[config.mk]
export PLATFORM = sky130hd
export DESIGN_NAME = estimador_meas_seq
export DESIGN_NICKNAME = d
export VERILOG_FILES = /design/src/rtl/estimador_meas_seq.sv
export SDC_FILE = /design/constraint.sdc
export NUM_CORES = 1
export LEC_CHECK = 0
export ABC_AREA = 1
export BUFFER_PORTS_ARGS = -buffer_cell sky130_fd_sc_hd__buf_2
export CAP_MARGIN = 5
export CORE_ASPECT_RATIO = 1.4
export CORE_MARGIN = 2
export CORE_UTILIZATION = 49
export CTS_BUF_LIST = sky130_fd_sc_hd__clkbuf_2 sky130_fd_sc_hd__clkbuf_4 sky130_fd_sc_hd__clkbuf_8
export CTS_CLUSTER_SIZE = 8
export DETAILED_ROUTE_END_ITERATION = 12
export GPL_TIMING_DRIVEN = 0
export PLACE_DENSITY = 0.89
export SLEW_MARGIN = 20
export SYNTH_ARGS = -nofsm -noshare
export SYNTH_HDL_FRONTEND = slang
export SYNTH_SLANG_ARGS = --single-unit
[constraint.sdc]
create_clock -name ap_clk -period 2.1 [get_ports ap_clk]
set_clock_uncertainty 0.2 [all_clocks]
set_input_delay 0.315 -clock ap_clk [delete_from_list [all_inputs] [get_ports ap_clk]]
set_output_delay 0.315 -clock ap_clk [all_outputs]
set_load 0.02 [all_outputs]
[src/rtl/estimador_meas_seq.sv]
// rtl/estimador_meas_seq.sv - frame sequencer feeding the estimator's 3:1 channel mux
//
// Purpose:
//   Accepts one frame of three signed samples through a valid/ready handshake.
//   The samples are held on the mux data inputs. The 2-bit select then steps
//   0 -> 1 -> 2, with one downstream handshake per channel. Select code 3 is
//   never driven.
//
// Optional feature macro: ESTW21_SAT_EN
//   When defined, each sample is clamped on capture to [-SAT_LIMIT, +SAT_LIMIT].
//   When undefined, samples are captured bit-exact.
//
// Ports:
//   ap_clk    in   1      clock, rising edge
//   ap_rst_n  in   1      asynchronous active-low reset
//   s_valid   in   1      input frame valid
//   s_ready   out  1      frame can be accepted (IDLE only)
//   s_ch0..2  in   W      channel samples
//   m_d0..2   out  W      captured samples, drive mux din0..din2
//   m_sel     out  2      mux select, 0..2
//   m_valid   out  1      selected channel valid downstream
//   m_ready   in   1      downstream consumed the selected channel
//   m_last    out  1      high with m_valid while m_sel == 2
//   ovr_cnt   out  OVR_W  saturating count of cycles a frame was offered while busy

module estimador_meas_seq #(
    parameter int           W         = 21,
    parameter logic [W-2:0] SAT_LIMIT = 20'hFFFFF,
    parameter int           OVR_W     = 8
) (
    input  logic             ap_clk,
    input  logic             ap_rst_n,
    input  logic             s_valid,
    output logic             s_ready,
    input  logic [W-1:0]     s_ch0,
    input  logic [W-1:0]     s_ch1,
    input  logic [W-1:0]     s_ch2,
    output logic [W-1:0]     m_d0,
    output logic [W-1:0]     m_d1,
    output logic [W-1:0]     m_d2,
    output logic [1:0]       m_sel,
    output logic             m_valid,
    input  logic             m_ready,
    output logic             m_last,
    output logic [OVR_W-1:0] ovr_cnt
);

`ifdef ESTW21_SAT_EN
    localparam bit L_SAT_EN = 1'b1;
`else
    localparam bit L_SAT_EN = 1'b0;
`endif

    localparam logic signed [W-1:0] L_POS = $signed({1'b0, SAT_LIMIT});
    localparam logic signed [W-1:0] L_NEG = -L_POS;

    typedef enum logic [1:0] {
        ST_IDLE = 2'd0,
        ST_CH0  = 2'd1,
        ST_CH1  = 2'd2,
        ST_CH2  = 2'd3
    } state_t;

    state_t           r_state;
    logic [W-1:0]     r_d0, r_d1, r_d2;
    logic [1:0]       r_sel;
    logic             r_valid;
    logic             r_last;
    logic [OVR_W-1:0] r_ovr;

    logic [W-1:0]     w_cap0, w_cap1, w_cap2;
    logic             w_xfer;

    // Clamp is a pass-through unless the saturation build option is enabled.
    function automatic logic [W-1:0] f_clamp(input logic [W-1:0] x);
        logic signed [W-1:0] v;
        v = $signed(x);
        if (!L_SAT_EN) return x;
        if (v > L_POS) return L_POS;
        if (v < L_NEG) return L_NEG;
        return x;
    endfunction

    assign w_cap0 = f_clamp(s_ch0);
    assign w_cap1 = f_clamp(s_ch1);
    assign w_cap2 = f_clamp(s_ch2);

    // Ready depends on state only, so upstream never sees a path from m_ready.
    assign s_ready = (r_state == ST_IDLE);
    assign w_xfer  = r_valid & m_ready;

    always_ff @(posedge ap_clk or negedge ap_rst_n) begin
        if (!ap_rst_n) begin
            r_state <= ST_IDLE;
            r_d0    <= '0;
            r_d1    <= '0;
            r_d2    <= '0;
            r_sel   <= 2'd0;
            r_valid <= 1'b0;
            r_last  <= 1'b0;
            r_ovr   <= '0;
        end else begin
            // A frame offered while busy is refused and counted once per cycle.
            if (s_valid && (r_state != ST_IDLE) && (r_ovr != {OVR_W{1'b1}}))
                r_ovr <= r_ovr + {{(OVR_W-1){1'b0}}, 1'b1};

            case (r_state)
                ST_IDLE: begin
                    if (s_valid) begin
                        r_d0    <= w_cap0;
                        r_d1    <= w_cap1;
                        r_d2    <= w_cap2;
                        r_sel   <= 2'd0;
                        r_valid <= 1'b1;
                        r_last  <= 1'b0;
                        r_state <= ST_CH0;
                    end
                end
                ST_CH0: begin
                    if (w_xfer) begin
                        r_sel   <= 2'd1;
                        r_state <= ST_CH1;
                    end
                end
                ST_CH1: begin
                    if (w_xfer) begin
                        r_sel   <= 2'd2;
                        r_last  <= 1'b1;
                        r_state <= ST_CH2;
                    end
                end
                ST_CH2: begin
                    // Select keeps 2 in IDLE; data holds until the next capture.
                    if (w_xfer) begin
                        r_valid <= 1'b0;
                        r_last  <= 1'b0;
                        r_state <= ST_IDLE;
                    end
                end
                default: begin
                    r_valid <= 1'b0;
                    r_last  <= 1'b0;
                    r_state <= ST_IDLE;
                end
            endcase
        end
    end

    assign m_d0    = r_d0;
    assign m_d1    = r_d1;
    assign m_d2    = r_d2;
    assign m_sel   = r_sel;
    assign m_valid = r_valid;
    assign m_last  = r_last;
    assign ovr_cnt = r_ovr;

endmodule

=== After elaboration in Yosys (flattened, before gate mapping) ===
Cells that the tools add are included.

* Bits of input ports: 67
* Flip-flop bits (word level): 77
* Output and inout port bits: 76
* Word-level logic and storage cells: 44

* Bitwise operators: 1
* Equality and inequality tests: 8
* Reductions and logical operators: 12
* Add/sub/neg operators: 1
* Mux-type cells: 14

{| class="wikitable"
|+ Operators by type and width
! kind !! count
|-
| $mux W2 || 6
|-
| $reduce_and A4 Y1 || 3
|-
| $add A8 B1 Y8 const B || 1
|-
| $ne A2 B2 Y1 const B || 4
|-
| $ne A8 B8 Y1 const B || 1
|-
| $pmux W2 S4 || 1
|-
| $pmux W2 S3 || 1
|-
| $reduce_bool A3 Y1 || 2
|-
| $eq A2 B2 Y1 const B || 2
|-
| $mux W1 || 4
|-
| $reduce_bool A2 Y1 || 2
|-
| $pmux W1 S3 || 1
|-
| $reduce_and A3 Y1 || 1
|-
| $eq A2 B1 Y1 const B || 1
|-
| $logic_and A1 B1 Y1 || 2
|-
| $logic_not A2 Y1 || 1
|-
| $pmux W1 S2 || 1
|-
| $reduce_and A2 Y1 || 1
|-
| $and A1 B1 Y1 || 1
|}

=== Longest topological paths before layout ===
Gate-level depths: netlist (run 1).

* Word-level depth: 3
* Gate-level depth with buffers: 9
* Depth with buffers taken out: 9

=== Least setup slack after synthesis (run 1) ===
Ideal clock, no wire load.

* Path kind: flip-flop to flip-flop
* Start point: register r_state[0]
* End point: register r_d0[0], in the netlist m_d0[0]
* Library setup time: 0.065 ns
* Stages on the path, launching flop included: 8
* Required time: 1.835 ns
* Path slack: 0.453 ns
* Buffers on the path: 1
* Data arrival time: 1.383 ns
* Period minus slack after synthesis: 1.647 ns
* Cell sequence: dfrtp_1 inv_1 ha_1 nand2_2 inv_4 buf_6 nand2_1 nand2_1

* Longest elaborated chain between the ends: 2

{| class="wikitable"
|+ RTL lines
! what !! RTL line !! text
|-
| from (decl) || 64 || <nowiki>state_t r_state;</nowiki>
|-
| from (signal assigned) || 94 || <nowiki>r_state <= ST_IDLE;</nowiki>
|-
| from (signal assigned) || 116 || <nowiki>r_state <= ST_CH0;</nowiki>
|-
| from (signal assigned) || 122 || <nowiki>r_state <= ST_CH1;</nowiki>
|-
| $logic_not A2 Y1 || n/a ||
|-
| net s_ready || 34 || <nowiki>output logic s_ready,</nowiki>
|-
| $reduce_and A2 Y1 (no source line) || n/a ||
|-
| to (signal assigned) || 110 || <nowiki>r_d0 <= w_cap0;</nowiki>
|-
| to (decl) || 65 || <nowiki>logic [W-1:0] r_d0, r_d1, r_d2;</nowiki>
|}

The timed path passes the listed nets, and every way through them passes these cells.
A chain may end at the register's enable or synchronous reset.

=== Worst setup path in the final report (run 1) ===
* Start point: register r_state[1]
* End point: output s_ready

* Longest elaborated chain between the ends: 1

{| class="wikitable"
|+ RTL lines
! what !! RTL line !! text
|-
| $logic_not A2 Y1 || 89 || <nowiki>assign s_ready = (r_state == ST_IDLE);</nowiki>
|-
| to (decl) || 34 ||
|}

No other way between the ends.

==> out/metrics.yaml, run 1 <==
path_cells: "inv_1 -> ha_1 -> buf_2"
antenna_cells: 0
yosysTopAreaCell: "dfrtp_1"
synth_top_area_share_pct: 59.44
hpwl_mm: 5.519
grt_overflow: 0
ys_warn_count: 0
ys_seq_elements: 77
syn2layout_area_growth_pct: 52.03
crit_arrival_ns: 1.38
synth_edf_count: 0
drt-total-wl_mm: 8.898
met3WireLength_microns: 417
die_y_microns: 100.2
whs_ns: 0.1993
worst_slew_pin_slew_ns: 0.2907
cts_resized: 0
ys_seq_area_share_pct: 59.44
syn_area_per_cell_sq_um: 8.691
place_congestion: 0.7502
ys_top_cells_by_area: "dfrtp_1, nand2_1, ha_1, buf_6, inv_1"
worstSetupPathType: "flip-flop to output port"
dieArea_sq_um: 7292
drc: 0
rows: 35
first_pass_iters: 4
switching_share_pct: 24.64
drt_iter0_markers: 154
async_flop_share_pct: 100.0
start_util_pct: 50.02
cts.path.max_buffers: 2
switching_power_mw: 0.7809
hold_viol: 0
p_int_mw: 2.389
insertion_delay_ns: 0.32
dp.cells: 590
synth_top_flop_cell: "dfrtp_1"
maxCapViolCount: 0
regToRegEndpoint: "m_d0[13]"
synth_cell_types: 21
tns_ns: 0
coreArea_sq_um: 6481
clk_root_buffer_cell: "clkbuf_8"
fmax_mhz: 526.9
numCtsBuffers: 9
stdcell_count: 669
yosysMostFrequentCell: "nand2_1"
syn-cell-area_sq_um: 3242
setup.worst_path.end_class: "output port"
io_pins: 143
highest_layer: "met4"
min_path_type: "input port to asynchronous set/reset pin"
grt_usage_pct: 25.99
timing.final.crit_share_pct: 90.37
r2r_cells: 7
io_buffers: 142
synth_nets: 447
grt_pass1_wl_mm: 14.72
grt_pass1_vias: 3276
cts_tree: "done"
pwr-share-clk_pct: 37.2
rsz0062_at_grt: "no"
layout_min_cycle_time_ns: 1.898
maxSlewViolCount: 0
wl_per_cell_microns: 13.30
rrSetupSlack_ns: 0.24
r2r-start: "r_state[1]"
cp.required_ns: 1.58
share_seq_of_total_power_pct: 50.0
vias: 3205
wl_met1_mm: 3.452
drive_gt1_share_pct: 30.42
finalSetupViolCount: 0
clock_sinks: 77
synth_common_cells: "nand2_1, dfrtp_1, inv_1"
status: "complete, no violations"
crit_slowest_cell: "dfrtp_1"
ant_nets: 0
routed_via_density: 4.791
start_kind: "flip-flop"
combPwrFrac_pct: 12.8
p_per_area_nw_per_um2: 643.2
slowest_delay_ns: 0.44
syn_inst: 373
fp.dieW_microns: 72.75
antenna_found_initial: 0
path_max_fanout: 5
peakVddDrop_mv: 0.4390
wl_met2_mm: 4.829
relSlewSlack_pct: 80.62
fillCellCount: 421
grt_max_degree: 61
p_leak_nw: 2.976
clkTransAtPathRegs_ns: 0.08
htreeDepth: 3
nNetsFinal: 665
==> cell families after synthesis <==
| logic type | share of synthesized area [%] |
|---|---|
| AO/OA/AOI/OAI | 1.505 |
| XOR/XNOR | 0.5404 |
| adder cells (fa/ha/maj) | 2.702 |
| buffers and inverters | 5.133 |
| flip-flops | 59.44 |
| AND/OR/NAND/NOR | 30.68 |
==> critical path, delay by kind of cell (launching register included) <==
kind,cells,cell delay (ns)
adder cells (fa/ha/maj),1,0.28
buffers and inverters,2,0.34
flip-flops,1,0.44
==> metrics by stage <==
| step | util (%) | total power, mW | instance area (sq um) | setup WS (ns) |
|---|---|---|---|---|
| final | 76.04 | 3.170 | 4928 | 0.2022 |
| after global routing | 76.04 | 3.325 | 4928 | 0.1126 |
| after floorplan | - | 1.757 | 3242 | 0.4526 |
| after detailed placement | 62.88 | 1.926 | 4075 | 0.2399 |
| after CTS | 76.04 | 3.201 | 4928 | 0.1874 |
| after global placement | 62.41 | 1.904 | 4045 | 0.07262 |
==> sequential cells by signal (all words and copies together) (netlist names) <==
| name | flops |
|---|---|
| m_d2 | 21 |
| m_last | 1 |
| m_d0 | 21 |
| r_state | 2 |
| ovr_cnt | 8 |
| m_valid | 1 |
| m_d1 | 21 |
| m_sel | 2 |
==> layout make-up <==
type | instances | area [sq um] | share of cell area, %
inverters | 17 | 68.82 | 1.396
plain buffers | 12 | 97.59 | 1.980
repair buffers | 207 | 1381 | 28.03
well taps | 74 | 92.59 | 1.879
clock inverters | 6 | 88.84 | 1.802
clock buffers | 9 | 123.9 | 2.513
multi-input cells | 267 | 1149 | 23.31
flip-flops and latches | 77 | 1927 | 39.10
==> routing by layer <==
| metal | track usage [%] | vias to the layer above |
|---|---|---|
| met4 | 11.54 | 0 |
| met5 | 0 | - |
| met1 | 29.88 | 1510 |
| met2 | 46.64 | 114 |
| li1 | - | 1559 |
| met3 | 4.217 | 22 |
==> worst max-delay path by stage <==
stage / to / slack (ns) / start / cells after the start
3_5_place_dp: m_d2[7] / 0.24 / r_state[1] / 7
5_1_grt: m_d2[7] / 0.11 / r_state[1] / 7
6_report: s_ready / 0.20 / r_state[1] / 3
3_3_place_gp: m_d1[4] / 0.07 / ap_rst_n / 1
2_1_floorplan: m_d0[0] / 0.45 / r_state[0] / 7
4_1_cts: s_ready / 0.19 / r_state[1] / 3
==> timing repair <==
| item | in CTS | in global routing |
|---|---|---|
| hold buffers | 64 | 0 |
| buffers inserted | 0 | 0 |
| endpoints found under the hold margin | 140 | 0 |
==> power groups by stage <==
stage,logic (mW),clock network [mW],registers [mW]
CTS,0.406,1.21,1.58
detailed placement,0.314,0,1.61
global route,0.447,1.28,1.59
global placement,0.295,0,1.61
floorplan,0.101,0,1.66
finish,0.407,1.18,1.58
==> cells in the final DEF (no fill, tap or decap) <==
master | synthesis | layout
nand3b_1 | 1 | 1
nand2_2 | 3 | 3
a21oi_1 | 1 | 1
dlygate4sd3_1 | 0 | 64
inv_2 | 1 | 1
buf_2 | 6 | 147
buf_6 | 6 | 6
nor2_4 | 2 | 2
buf_16 | 0 | 1
inv_1 | 14 | 14
buf_4 | 0 | 1
clkbuf_8 | 0 | 9
clkinvlp_4 | 0 | 2
xor2_1 | 1 | 1
nand2_4 | 1 | 1
nand3_1 | 6 | 6
o21ai_2 | 1 | 1
nand4_1 | 1 | 1
nand2_1 | 228 | 228
ha_1 | 7 | 7
inv_4 | 2 | 2
nand2_8 | 1 | 1
clkinv_4 | 0 | 1
dfrtp_1 | 77 | 77
nor2_1 | 6 | 6
o21ai_0 | 7 | 7
clkinv_2 | 0 | 1
bufinv_16 | 0 | 2
xnor2_1 | 1 | 1
Power figures use the tool's default switching activity.
==> run 2, diff against run 1 <==
==> constraint.sdc (replaced) <==
create_clock -name ap_clk -period 2.1 [get_ports ap_clk]
set_clock_uncertainty 0.2 [all_clocks]
set_input_delay 0.525 -clock ap_clk [delete_from_list [all_inputs] [get_ports ap_clk]]
set_output_delay 0.525 -clock ap_clk [all_outputs]
set_load 0.02 [all_outputs]
==> out/metrics.yaml, run 2 (synthesis results as in run 1) <==
timing.final.crit_share_pct: 95.47  # was 90.37%
first_pass_iters: 4  # unchanged
r2r_cells: 6  # was 7
fp.dieW_microns: 72.75  # unchanged
start_kind: "flip-flop"  # unchanged
slowest_delay_ns: 0.44  # about the same
status: "complete, no violations"  # unchanged
hold_path.startpoint: "s_ch0[16]"
io_buffers: 142  # unchanged
grt_usage_pct: 21.05  # was 25.99%
io_pins: 143  # unchanged
numCtsBuffers: 9  # unchanged
antenna_cells: 0  # unchanged
cts_tree: "done"  # unchanged
grt_pass1_wl_mm: 12.06  # was 14.72 mm
antenna_found_initial: 0  # unchanged
p_per_area_nw_per_um2: 712.5  # was 643.2 nW/um^2
ant_nets: 0  # unchanged
worstSetupPathType: "flip-flop to output port"  # unchanged
switching_share_pct: 24.71  # was 24.64%
min_path_cells: 3
path_max_fanout: 5  # unchanged
vias: 2872  # was 3205
min_path_type: "input port to flip-flop"  # was input port to asynchronous set/reset pin
syn2layout_area_growth_pct: 32.96  # was 52.03%
wl_per_cell_microns: 12.28  # was 13.30 microns
switching_power_mw: 0.7588  # was 0.7809 mW
path_cells: "inv_1 -> ha_4 -> buf_2"  # was inv_1 -> ha_1 -> buf_2
drive_gt1_share_pct: 34.21  # was 30.42%
r2r-start: "r_state[0]"  # was r_state[1]
p_leak_nw: 2.714  # was 2.976 nW
rows: 35  # unchanged
place_congestion: 0.7502  # unchanged
maxCapViolCount: 0  # unchanged
clkTransAtPathRegs_ns: 0.08  # about the same
clk_root_buffer_cell: "clkbuf_8"  # unchanged
die_y_microns: 100.2  # unchanged
postLayoutCoreUtil_pct: 66.51  # was 76.04%
p_total_mw: 3.071  # was 3.170 mW
drt_iter0_markers: 161  # was 154
start_util_pct: 50.02  # unchanged
peakVddDrop_mv: 0.4369  # was 0.4390 mV
grt_pass1_vias: 2739  # was 3276
maxSlewViolCount: 0  # unchanged
crit_arrival_ns: 1.28  # was 1.38 ns
clock_sinks: 77  # unchanged
insertion_delay_ns: 0.33  # was 0.32 ns
combPwrFrac_pct: 10.1  # was 12.8%
setup.worst_path.end_class: "output port"  # unchanged
final_cell_mix: "nand2_1, buf_2, dfrtp_1"  # unchanged
grt_max_degree: 61  # unchanged
drc: 0  # unchanged
finalSetupViolCount: 0  # unchanged
drt-total-wl_mm: 7.444  # was 8.898 mm
crit_slowest_cell: "dfrtp_1"  # unchanged
grt_overflow: 0  # unchanged
rsz0062_at_grt: "no"  # unchanged
cts.path.max_buffers: 2  # unchanged
nNetsFinal: 602  # was 665
fillCellCount: 536  # was 421
regToRegEndpoint: "m_sel[1]"  # was m_d0[13]
final_common_cell: "nand2_1"  # unchanged
coreArea_sq_um: 6481  # unchanged
hpwl_mm: 5.519  # unchanged
htreeDepth: 3  # unchanged
worst_slew_pin_slew_ns: 0.2944  # was 0.2907 ns
rrSetupSlack_ns: 0.35  # was 0.24 ns
whs_endpoint: "m_d0[16]"
hold_viol: 0  # unchanged
pwr-share-clk_pct: 38.3  # was 37.2%
cp.required_ns: 1.37  # was 1.58 ns
routed_via_density: 4.739  # was 4.791
share_seq_of_total_power_pct: 51.6  # was 50.0%
dieArea_sq_um: 7292  # unchanged
fmax_mhz: 498.8  # was 526.9 MHz
p_int_mw: 2.312  # was 2.389 mW
relSlewSlack_pct: 80.38  # was 80.62%
layout_min_cycle_time_ns: 2.005  # was 1.898 ns
run 2: area by class of cell:
| type | count | area, sq um | area share [%] |
|---|---|---|---|
| well taps | 74 | 92.59 | 2.148 |
| inverters | 17 | 68.82 | 1.597 |
| flip-flops and latches | 77 | 1927 | 44.70 |
| clock buffers | 9 | 123.9 | 2.874 |
| multi-input cells | 267 | 1161 | 26.94 |
| plain buffers | 12 | 97.59 | 2.264 |
| clock inverters | 6 | 88.84 | 2.061 |
| repair buffers | 144 | 750.7 | 17.42 |
run 2: through the flow:
stage	setup WS, ns	TNS (ns)	instances	hold slack (ns)	instance area, sq um
6_report	0.09510	0	606	0.1836	4310
4_1_cts	0.02779	0	606	0.1626	4300
3_5_place_dp	0.2399	0	590	0.2197	4075
5_1_grt	0.02699	0	606	0.1631	4310
3_3_place_gp	-0.1374	-10.25	589	0.2581	4045
2_1_floorplan	0.4526	0	373	0.02941	3242
run 2: worst max-delay path: cells and delay by family, from the launching register on:
| family | cells | cell delay, ns |
|---|---|---|
| buffers and inverters | 2 | 0.33 |
| DFF | 1 | 0.44 |
| adders and majority gates | 1 | 0.18 |
run 2: timing repair:
item / CTS / global route
pin swaps: 0 / 0
setup buffers: 0 / 0
gates resized for setup: 1 / 1
hold endpoints to repair: 17 / 0
endpoints found under the setup margin: 1 / 1
hold buffers: 1 / 0
gates cloned: 0 / 0
run 2: worst max path at each step:
stage,endpoint,slack (ns),startpoint
floorplan,m_d0[0],0.45,r_state[0]
global placement,m_d1[4],-0.14,ap_rst_n
detailed placement,m_d2[7],0.24,r_state[1]
CTS,s_ready,0.03,r_state[1]
global route,s_ready,0.03,r_state[0]
finish,s_ready,0.1,r_state[1]
run 2: power by group through the flow:
stage	clock, mW	sequential, mW	combinational (mW)
final	1.18	1.58	0.310
after CTS	1.21	1.58	0.317
after global routing	1.28	1.59	0.345
after floorplan	0	1.66	0.101
after global placement	0	1.61	0.295
after detailed placement	0	1.61	0.314
run 2: per-layer routing:
metal | part of all wire (%) | GRT usage (%)
met5 | 0 | 0
met2 | 52 | 35.80
met3 | 5.6 | 3.916
met4 | 1.2 | 8.262
met1 | 41 | 26.23
